--- src/rtl/minibyte_bus_pkg.sv ---
// Shared definitions for the MiniByte bus sequencer: FSM state codes and bus constants.
package minibyte_bus_pkg;

  typedef enum logic [2:0] {
    StIdle = 3'd0,
    StAddr = 3'd1,
    StWait = 3'd2,
    StData = 3'd3,
    StStep = 3'd4
  } bus_state_e;

  localparam logic [7:0] RD_DEFAULT_VAL = 8'hFF;
  localparam logic [7:0] OE_ALL         = 8'hFF;

endpackage

--- src/rtl/minibyte_wait_ctr.sv ---
// 4-bit loadable down-counter that times the minimum strobe width of a bus cycle.
module minibyte_wait_ctr (
  input  logic       i_clk,
  input  logic       i_rst_n,
  input  logic       i_load,
  input  logic [3:0] i_load_val,
  input  logic       i_dec,
  output logic       o_zero
);

  logic [3:0] r_count;

  always_ff @(posedge i_clk) begin
    if (!i_rst_n) begin
      r_count <= 4'd0;
    end else if (i_load) begin
      r_count <= i_load_val;
    end else if (i_dec && (r_count != 4'd0)) begin
      r_count <= r_count - 4'd1;
    end
  end

  assign o_zero = (r_count == 4'd0);

endmodule

--- src/rtl/minibyte_bus_ctrl.sv ---
// MiniByte bus sequencer: one ADDR/WAIT/DATA/STEP bus cycle per CPU step.
// Define MINIBYTE_BUS_TIMEOUT_EN to build the ready timeout, forced completion and err_out.
module minibyte_bus_ctrl
  import minibyte_bus_pkg::*;
#(
  parameter int unsigned WAIT_STATES = 1,
  parameter int unsigned TIMEOUT     = 15,
  parameter logic [7:0]  RD_DEFAULT  = RD_DEFAULT_VAL
) (
  input  logic       clk_in,
  input  logic       rst_in,
  input  logic       ena_in,
  input  logic [7:0] cpu_addr_in,
  input  logic [7:0] cpu_data_in,
  input  logic       cpu_we_in,
  input  logic       cpu_drive_in,
  output logic       cpu_ena_out,
  output logic [7:0] cpu_data_out,
  output logic [7:0] bus_addr_out,
  output logic [7:0] bus_data_out,
  input  logic [7:0] bus_data_in,
  output logic [7:0] bus_oe_out,
  output logic       ale_out,
  output logic       rd_n_out,
  output logic       we_n_out,
  input  logic       rdy_in,
  output logic       err_out,
  output logic [7:0] dft_state_out
);

  bus_state_e r_state, w_state_nxt;
  logic       r_wr, r_cpu_ena, r_ale, r_rd_n, r_we_n;
  logic [7:0] r_cpu_data, r_bus_addr, r_bus_data, r_bus_oe;
  logic       w_zero, w_load, w_dec, w_tmo_hit, w_forced;

  if ((WAIT_STATES > 15) || (TIMEOUT < 1) || (TIMEOUT > 255)) begin : g_param_check
    $error("minibyte_bus_ctrl: WAIT_STATES or TIMEOUT out of range");
  end

  assign w_load = (r_state == StAddr);
  assign w_dec  = (r_state == StWait) && !w_zero;

  minibyte_wait_ctr u_wait_ctr (
    .i_clk      (clk_in),
    .i_rst_n    (rst_in),
    .i_load     (w_load),
    .i_load_val (4'(WAIT_STATES)),
    .i_dec      (w_dec),
    .o_zero     (w_zero)
  );

`ifdef MINIBYTE_BUS_TIMEOUT_EN
  localparam logic [7:0] TMO_LAST = 8'(TIMEOUT - 1);

  logic [7:0] r_tmo;
  logic       r_forced, r_err;

  // Hit on the TIMEOUT-th stalled cycle, i.e. the one that would make the count reach TIMEOUT.
  assign w_tmo_hit = (r_state == StWait) && w_zero && !rdy_in && (r_tmo == TMO_LAST);

  always_ff @(posedge clk_in) begin
    if (!rst_in) begin
      r_tmo    <= 8'd0;
      r_forced <= 1'b0;
      r_err    <= 1'b0;
    end else begin
      if (r_state == StAddr) begin
        r_tmo    <= 8'd0;
        r_forced <= 1'b0;
      end else if ((r_state == StWait) && w_zero && !rdy_in) begin
        r_tmo <= r_tmo + 8'd1;
      end
      if (w_tmo_hit) begin
        r_forced <= 1'b1;
        r_err    <= 1'b1;
      end
    end
  end

  assign w_forced = r_forced;
  assign err_out  = r_err;
`else
  assign w_tmo_hit = 1'b0;
  assign w_forced  = 1'b0;
  assign err_out   = 1'b0;
`endif

  always_comb begin
    w_state_nxt = r_state;
    unique case (r_state)
      StIdle:  if (ena_in) w_state_nxt = StAddr;
      StAddr:  w_state_nxt = StWait;
      StWait:  if (w_zero && (rdy_in || w_tmo_hit)) w_state_nxt = StData;
      StData:  w_state_nxt = StStep;
      StStep:  w_state_nxt = ena_in ? StAddr : StIdle;
      default: w_state_nxt = StIdle;
    endcase
  end

  // Outputs are decoded from the state being entered so they are valid for that whole state.
  always_ff @(posedge clk_in) begin
    if (!rst_in) begin
      r_state    <= StIdle;
      r_wr       <= 1'b0;
      r_cpu_ena  <= 1'b0;
      r_ale      <= 1'b0;
      r_rd_n     <= 1'b1;
      r_we_n     <= 1'b1;
      r_cpu_data <= 8'd0;
      r_bus_addr <= 8'd0;
      r_bus_data <= 8'd0;
      r_bus_oe   <= 8'd0;
    end else begin
      r_state   <= w_state_nxt;
      r_ale     <= (w_state_nxt == StAddr);
      r_cpu_ena <= (w_state_nxt == StStep);
      r_rd_n    <= !((w_state_nxt == StWait) && !r_wr);
      r_we_n    <= !((w_state_nxt == StWait) && r_wr);
      r_bus_oe  <= (r_wr && ((w_state_nxt == StWait) || (w_state_nxt == StData))) ? OE_ALL
                                                                                   : 8'd0;
      if (w_state_nxt == StAddr) begin
        r_bus_addr <= cpu_addr_in;
        r_bus_data <= cpu_data_in;
        r_wr       <= cpu_we_in & cpu_drive_in;
      end
      if ((r_state == StData) && !r_wr) begin
        r_cpu_data <= w_forced ? RD_DEFAULT : bus_data_in;
      end
    end
  end

  assign cpu_ena_out   = r_cpu_ena;
  assign cpu_data_out  = r_cpu_data;
  assign bus_addr_out  = r_bus_addr;
  assign bus_data_out  = r_bus_data;
  assign bus_oe_out    = r_bus_oe;
  assign ale_out       = r_ale;
  assign rd_n_out      = r_rd_n;
  assign we_n_out      = r_we_n;
  assign dft_state_out = {5'd0, r_state};

endmodule

--- config.mk ---
export PLATFORM = sky130hd
export DESIGN_NAME = minibyte_bus_ctrl
export DESIGN_NICKNAME = d
export VERILOG_FILES = /design/src/rtl/minibyte_bus_pkg.sv /design/src/rtl/minibyte_wait_ctr.sv /design/src/rtl/minibyte_bus_ctrl.sv
export SDC_FILE = /design/constraint.sdc
export NUM_CORES = 1
export LEC_CHECK = 0
export ABC_CLOCK_PERIOD_IN_PS = 1940
export BUFFER_PORTS_ARGS = -buffer_cell sky130_fd_sc_hd__buf_2
export CORE_MARGIN = 5
export CORE_UTILIZATION = 44
export CTS_CLUSTER_DIAMETER = 100
export DETAILED_ROUTE_END_ITERATION = 10
export GPL_TIMING_DRIVEN = 1
export HOLD_SLACK_MARGIN = 0.03
export PLACE_DENSITY = 0.81
export SLEW_MARGIN = 20
export SYNTH_ARGS = -nofsm -noshare
export SYNTH_HDL_FRONTEND = slang
export SYNTH_SLANG_ARGS = --single-unit
--- constraint.sdc ---
create_clock -name clk_in -period 1.94 [get_ports clk_in]
set_input_delay 0.097 -clock clk_in [delete_from_list [all_inputs] [get_ports clk_in]]
set_output_delay 0.097 -clock clk_in [all_outputs]
set_load 0.05 [all_outputs]
### Word-level counts from Yosys, hierarchy flattened

Cells that the tools add are included.

* register bits: 44
* bits of input ports: 30
* output and inout bits: 45
* logic and storage cells: 47

* add/subtract/negate cells: 1
* equality and inequality tests: 8
* multiplexer cells: 7
* bitwise logic cells: 2
* reductions and logical operators: 17

Operator list (count)
* one-hot mux 3 bit (5 select lines): 1
* equality test 3 x 2 -> 1 bit, second input constant: 4
* two-way mux 8 bit: 1
* logical AND 1 bit: 7
* equality test 3 x 1 -> 1 bit, second input constant: 2
* equality test 3 bit, second input constant: 2
* two-way mux 3 bit: 2
* logical NOT 1 bit: 4
* logical NOT 4 bit: 1
* nonzero test 4 bit: 1
* subtractor 4 x 1 -> 4 bit, second input constant: 1
* logical NOT 3 bit: 1
* two-way mux 1 bit: 3
* nonzero test 2 bit: 1
* OR reduction 2 bit: 1
* AND 1 bit: 1
* logical OR 1 bit: 1
* inverter 1 bit: 1

### Longest topological paths before layout

* depth in word-level cells: 8
* gate-level depth with buffers: 6
* gate-level depth less buffers: 5

### Hierarchy

A second synthesis with hierarchy kept.

* cell total of the unflattened synthesis: 182
* area total of the unflattened synthesis: 1632.8 sq um

Modules (own cells, without submodules)
* minibyte_bus_ctrl: instances 1, cells an instance 151, area each 1376.3 sq um, seq. area each 660.6 sq um
* minibyte_wait_ctr: instances 1, cells an instance 31, area each 256.5 sq um, seq. area each 80.1 sq um

### Worst setup path before layout

Ideal clock, no wire load.

* path kind: flip-flop to flip-flop
* start point: reg r_state[1]
* end point: reg u_wait_ctr.r_count[3]
* arrival time: 1.830 ns
* slack: 0.040 ns
* cell stages (with the launch flop): 5
* buffers on the path: 1
* path through: dfxtp_1 buf_4 or3b_4 or4_1 a21oi_1

* longest elaborated chain between the ends: 3
* elaborated cells on any way between the ends: 5
* those cells by class: eq/ne (2); reduce/logical (3)

RTL lines
* from (decl): RTL line minibyte_bus_ctrl.sv:31 `bus_state_e r_state, w_state_nxt;`
* from (signal assigned): RTL line minibyte_bus_ctrl.sv:103 `r_state <= StIdle;`
* from (signal assigned): RTL line minibyte_bus_ctrl.sv:114 `r_state <= w_state_nxt;`
* equality test 3 x 2 -> 1 bit: RTL line minibyte_bus_ctrl.sv:41 `assign w_dec = (r_state == StWait) && !w_zero;`
* logical AND 1 bit: RTL line minibyte_bus_ctrl.sv:41
* logical AND 1 bit: RTL line minibyte_wait_ctr.sv:18 `end else if (i_dec && (r_count != 4'd0)) begin`
* to (signal assigned): RTL line minibyte_wait_ctr.sv:17 `r_count <= i_load_val;`
* to (signal assigned): RTL line minibyte_wait_ctr.sv:19 `r_count <= r_count - 4'd1;`
* to (decl): RTL line minibyte_wait_ctr.sv:11 `logic [3:0] r_count;`

Several ways; a longest one is shown, not always the timed one.
A chain may end at the register's enable or synchronous reset.

### Worst setup path in the final report

* start point: reg r_state[0]
* end point: reg r_wr

* longest elaborated chain between the ends: 3
* elaborated cells on any way between the ends: 9
* those cells by class: eq/ne (5); mux (3); reduce/logical (1)

RTL lines
* equality test 3 bit (tied with other cells): RTL line minibyte_bus_ctrl.sv:90 `unique case (r_state)`
* one-hot mux 3 bit (5 select lines) *: RTL line minibyte_bus_ctrl.sv:90
* equality test 3 x 1 -> 1 bit *: RTL line minibyte_bus_ctrl.sv:121 `if (w_state_nxt == StAddr) begin`
* to (signal assigned): RTL line minibyte_bus_ctrl.sv:124 `r_wr <= cpu_we_in & cpu_drive_in;`
* to (decl): RTL line minibyte_bus_ctrl.sv:32 `logic r_wr, r_cpu_ena, r_ale, r_rd_n, r_we_n;`

Every way passes the cells marked *; elsewhere a longest branch is shown, timed or not.

==> flow_metrics.py <==
metrics = {
    "run_status": {
        "status": "finished clean",
    },
    "critical_path": {
        "crit_fanout": 18,
        "critPathLaunch": "r_state[0]",
        "crit_path_start_kind": "flop",
        "ff2ff_setup_slack_ps": 230,
        "crit_type": "flop to flop",
        "critPathBufInv": 2,
        "critPathTopFamily": "buffers and inverters",
        "r2r_cells": 5,
        "worstPathArrival_ps": 1990,
        "cp.depth": 5,
        "required_ps": 2210,
        "slowest_stage": "dlygate4sd3_1",
        "r2r-start": "r_state[0]",
        "max_stage_delay_ps": 560,
        "reg2reg_to": "r_wr",
        "path_cells": "nor3b_2 -> buf_4 -> nand3_1 -> dlygate4sd3_1 -> a21oi_1",
        "endpoint": "r_wr",
        "cp-end-kind": "flop",
    },
    "yosys": {
        "synthArstFlopShare": 0,
        "ys_seq_elements": 37,
        "post_synth_num_cell_types": 26,
        "yosysTopAreaCellShare": 0.508,
        "syn_area_per_cell_um2": 8.84,
        "syn-cell-area_um2": 1460,
        "ys_warn_count": 0,
        "synth_area_leader_cell": "dfxtp_1",
        "synth_edf_count": 0,
        "synthCells": 165,
        "yosysSeqAreaShare": 0.508,
        "synth_area_leaders": "dfxtp_1 (51%), nand2_1 (9.0%), buf_4 (7.2%), a21oi_1 (6.9%), mux2i_1 (5.5%)",
        "synth_top_flop_cell": "dfxtp_1",
    },
    "layout": {
        "drive_gt1_frac": 0.324,
        "final_net_count": 284,
        "diodes": 0,
        "final_cell_mix": "buf_2 (68), dfxtp_1 (37), nand2_1 (35)",
        "stdcell_area_um2": 2070,
        "syn_to_final_growth_pct": 42.0,
        "layout_commonest_cell": "buf_2",
    },
    "timing": {
        "rsz0062_at_grt": "no",
        "finalSetupViolations": 0,
        "fmax_mhz": 583,
        "fin_skew_ps": 4.12,
        "period_share": 0.884,
        "report.final.slew_viol_count": 0,
        "worst_pin_slew_ps": 627,
        "layout_min_cycle_time_ps": 1710,
        "finalHoldViolCount": 0,
        "max_slew_margin": 0.581,
        "setup_tns_ps": 0,
    },
    "clock_tree": {
        "worstSkewPairLatency_ps": 330,
        "cts_buffers": 5,
        "htreeDepth": 2,
        "clk_pin_slew_ps": 110,
        "root_buffer": "clkbuf_4",
        "tritoncts": "built",
        "cts_sinks": 37,
        "cts_setup_buffers": 0,
        "clockBufferDepth": 2,
        "cts-resized-gates": 0,
    },
    "pwr": {
        "p_leak_nw": 0.960,
        "peakVddDrop_uv": 501,
        "powerDensity_nw_per_um2": 810,
    },
    "placed_design": {
        "hpwl_mm": 2.31,
        "gp_congestion": 0.719,
        "dpl_cell_area_um2": 1760,
        "io_buffers": 68,
    },
    "min_path": {
        "worstHoldPathType": "primary input to flop",
    },
    "global_route": {
        "grt.overflow.total": 0,
        "grt_antenna_before_repair": 0,
        "grt_max_degree": 25,
        "grt_pass1_wl_mm": 5.56,
        "track_usage": 0.165,
        "first_global_vias": 1234,
    },
    "route": {
        "wl_per_cell_um": 11.8,
        "drt-total-wl_mm": 3.52,
        "dr.pass1.iters": 4,
        "viasPerCell": 4.55,
        "ant_nets": 0,
        "drtIter0Drc": 36,
        "vias": 1361,
        "drc": 0,
    },
    "die": {
        "die_h_um": 67.6,
        "initial_core_util": 0.444,
        "die_x_um": 67.6,
        "die-area_um2": 4570,
        "io_pins": 75,
        "row_count": 21,
        "coreArea_um2": 3280,
    },
    "run": {
        "drv_cap": 0,
    },
}
==> cell type report <==
type | count | area, µm²
repair buffers | 97 | 623
multi-input cells | 107 | 583
clock inverters | 1 | 7.51
clock buffers | 7 | 45.0
well taps | 46 | 57.6
flip-flops and latches | 37 | 741
fillers | 295 | 1210
inverters | 4 | 15.0
==> worst min path at each step <==
stage               cells after the start            from               endpoint
finish                                  3          rdy_in               rd_n_out
detailed placement                      3  bus_data_in[4]        cpu_data_out[4]
floorplan                               2  cpu_addr_in[7]        bus_addr_out[7]
CTS                                     3          rst_in  u_wait_ctr.r_count[3]
global route                            3          rst_in  u_wait_ctr.r_count[1]
global placement                        3  bus_data_in[6]        cpu_data_out[6]
==> tightest hold or removal path, delay by kind of cell <==
family / cells / cell delay, ps
AOI/OAI and AO/OA: 1 / 120
and+or+nand+nor: 1 / 90
buffers and inverters: 1 / 80
==> synthesized netlist by cell type, types with 2 or more instances <==
cell type   n
dfxtp_1    37
nor2_1     10
nor3b_1     2
o21ai_0     4
clkbuf_1    5
inv_1       4
mux2i_1     8
buf_2       2
nor3_1      3
nand3_1     2
a31oi_1     2
nand2_1    35
or3b_2      2
a21oi_1    20
buf_4      14
ha_1        2
or3_1       3
or4_1       2
==> cells by family (layout without fill, tap and decap cells) <==
group | count (synthesis) | in the layout | share of synthesized area
xor+xnor | 1 | 1 | 0.00600
other cells | 1 | 6 | 0.00257
flops | 37 | 37 | 0.508
simple gates | 64 | 64 | 0.211
fa+ha+maj | 2 | 2 | 0.0171
mux | 8 | 8 | 0.0549
buf+inv | 26 | 109 | 0.110
compound gates | 26 | 26 | 0.0909
==> power by group <==
group          internal [mW]  switching, mW
Clock                  0.143          0.243
Combinational          0.147          0.306
Sequential             0.807         0.0330
==> routing by layer <==
metal	vias to the layer above	wire, µm	track usage
met5	-	0	0
met1	604	1420	0.185
met3	5	315	0.0599
met2	49	1750	0.284
met4	0	33	0.0608
li1	703	-	-
==> through the flow <==
step / hold WS (ps) / instances / util / power [mW] / worst slack (ps)
global route: 92.6 / 299 / 0.631 / 1.77 / 60.2
detailed placement: 341 / 265 / 0.536 / 1.27 / 345
CTS: 75.7 / 299 / 0.631 / 1.69 / 232
floorplan: 233 / 170 / - / 1.18 / 40.4
global placement: 333 / 265 / 0.536 / 1.26 / 396
finish: 82.5 / 299 / 0.631 / 1.68 / 225
==> sequential cells by signal (all words and copies together), names as in the netlist <==
register            count
rd_n_out                1
cpu_data_out            8
bus_addr_out            8
r_wr                    1
cpu_ena_out             1
u_wait_ctr.r_count      4
r_state                 3
bus_oe_out              1
bus_data_out            8
ale_out                 1
we_n_out                1
==> what timing repair did <==
action	4_1_cts	5_1_grt
hold buffers	26	0
setup endpoints to repair	0	0
endpoints found under the hold margin	25	0
Power figures use the tool's default switching activity.
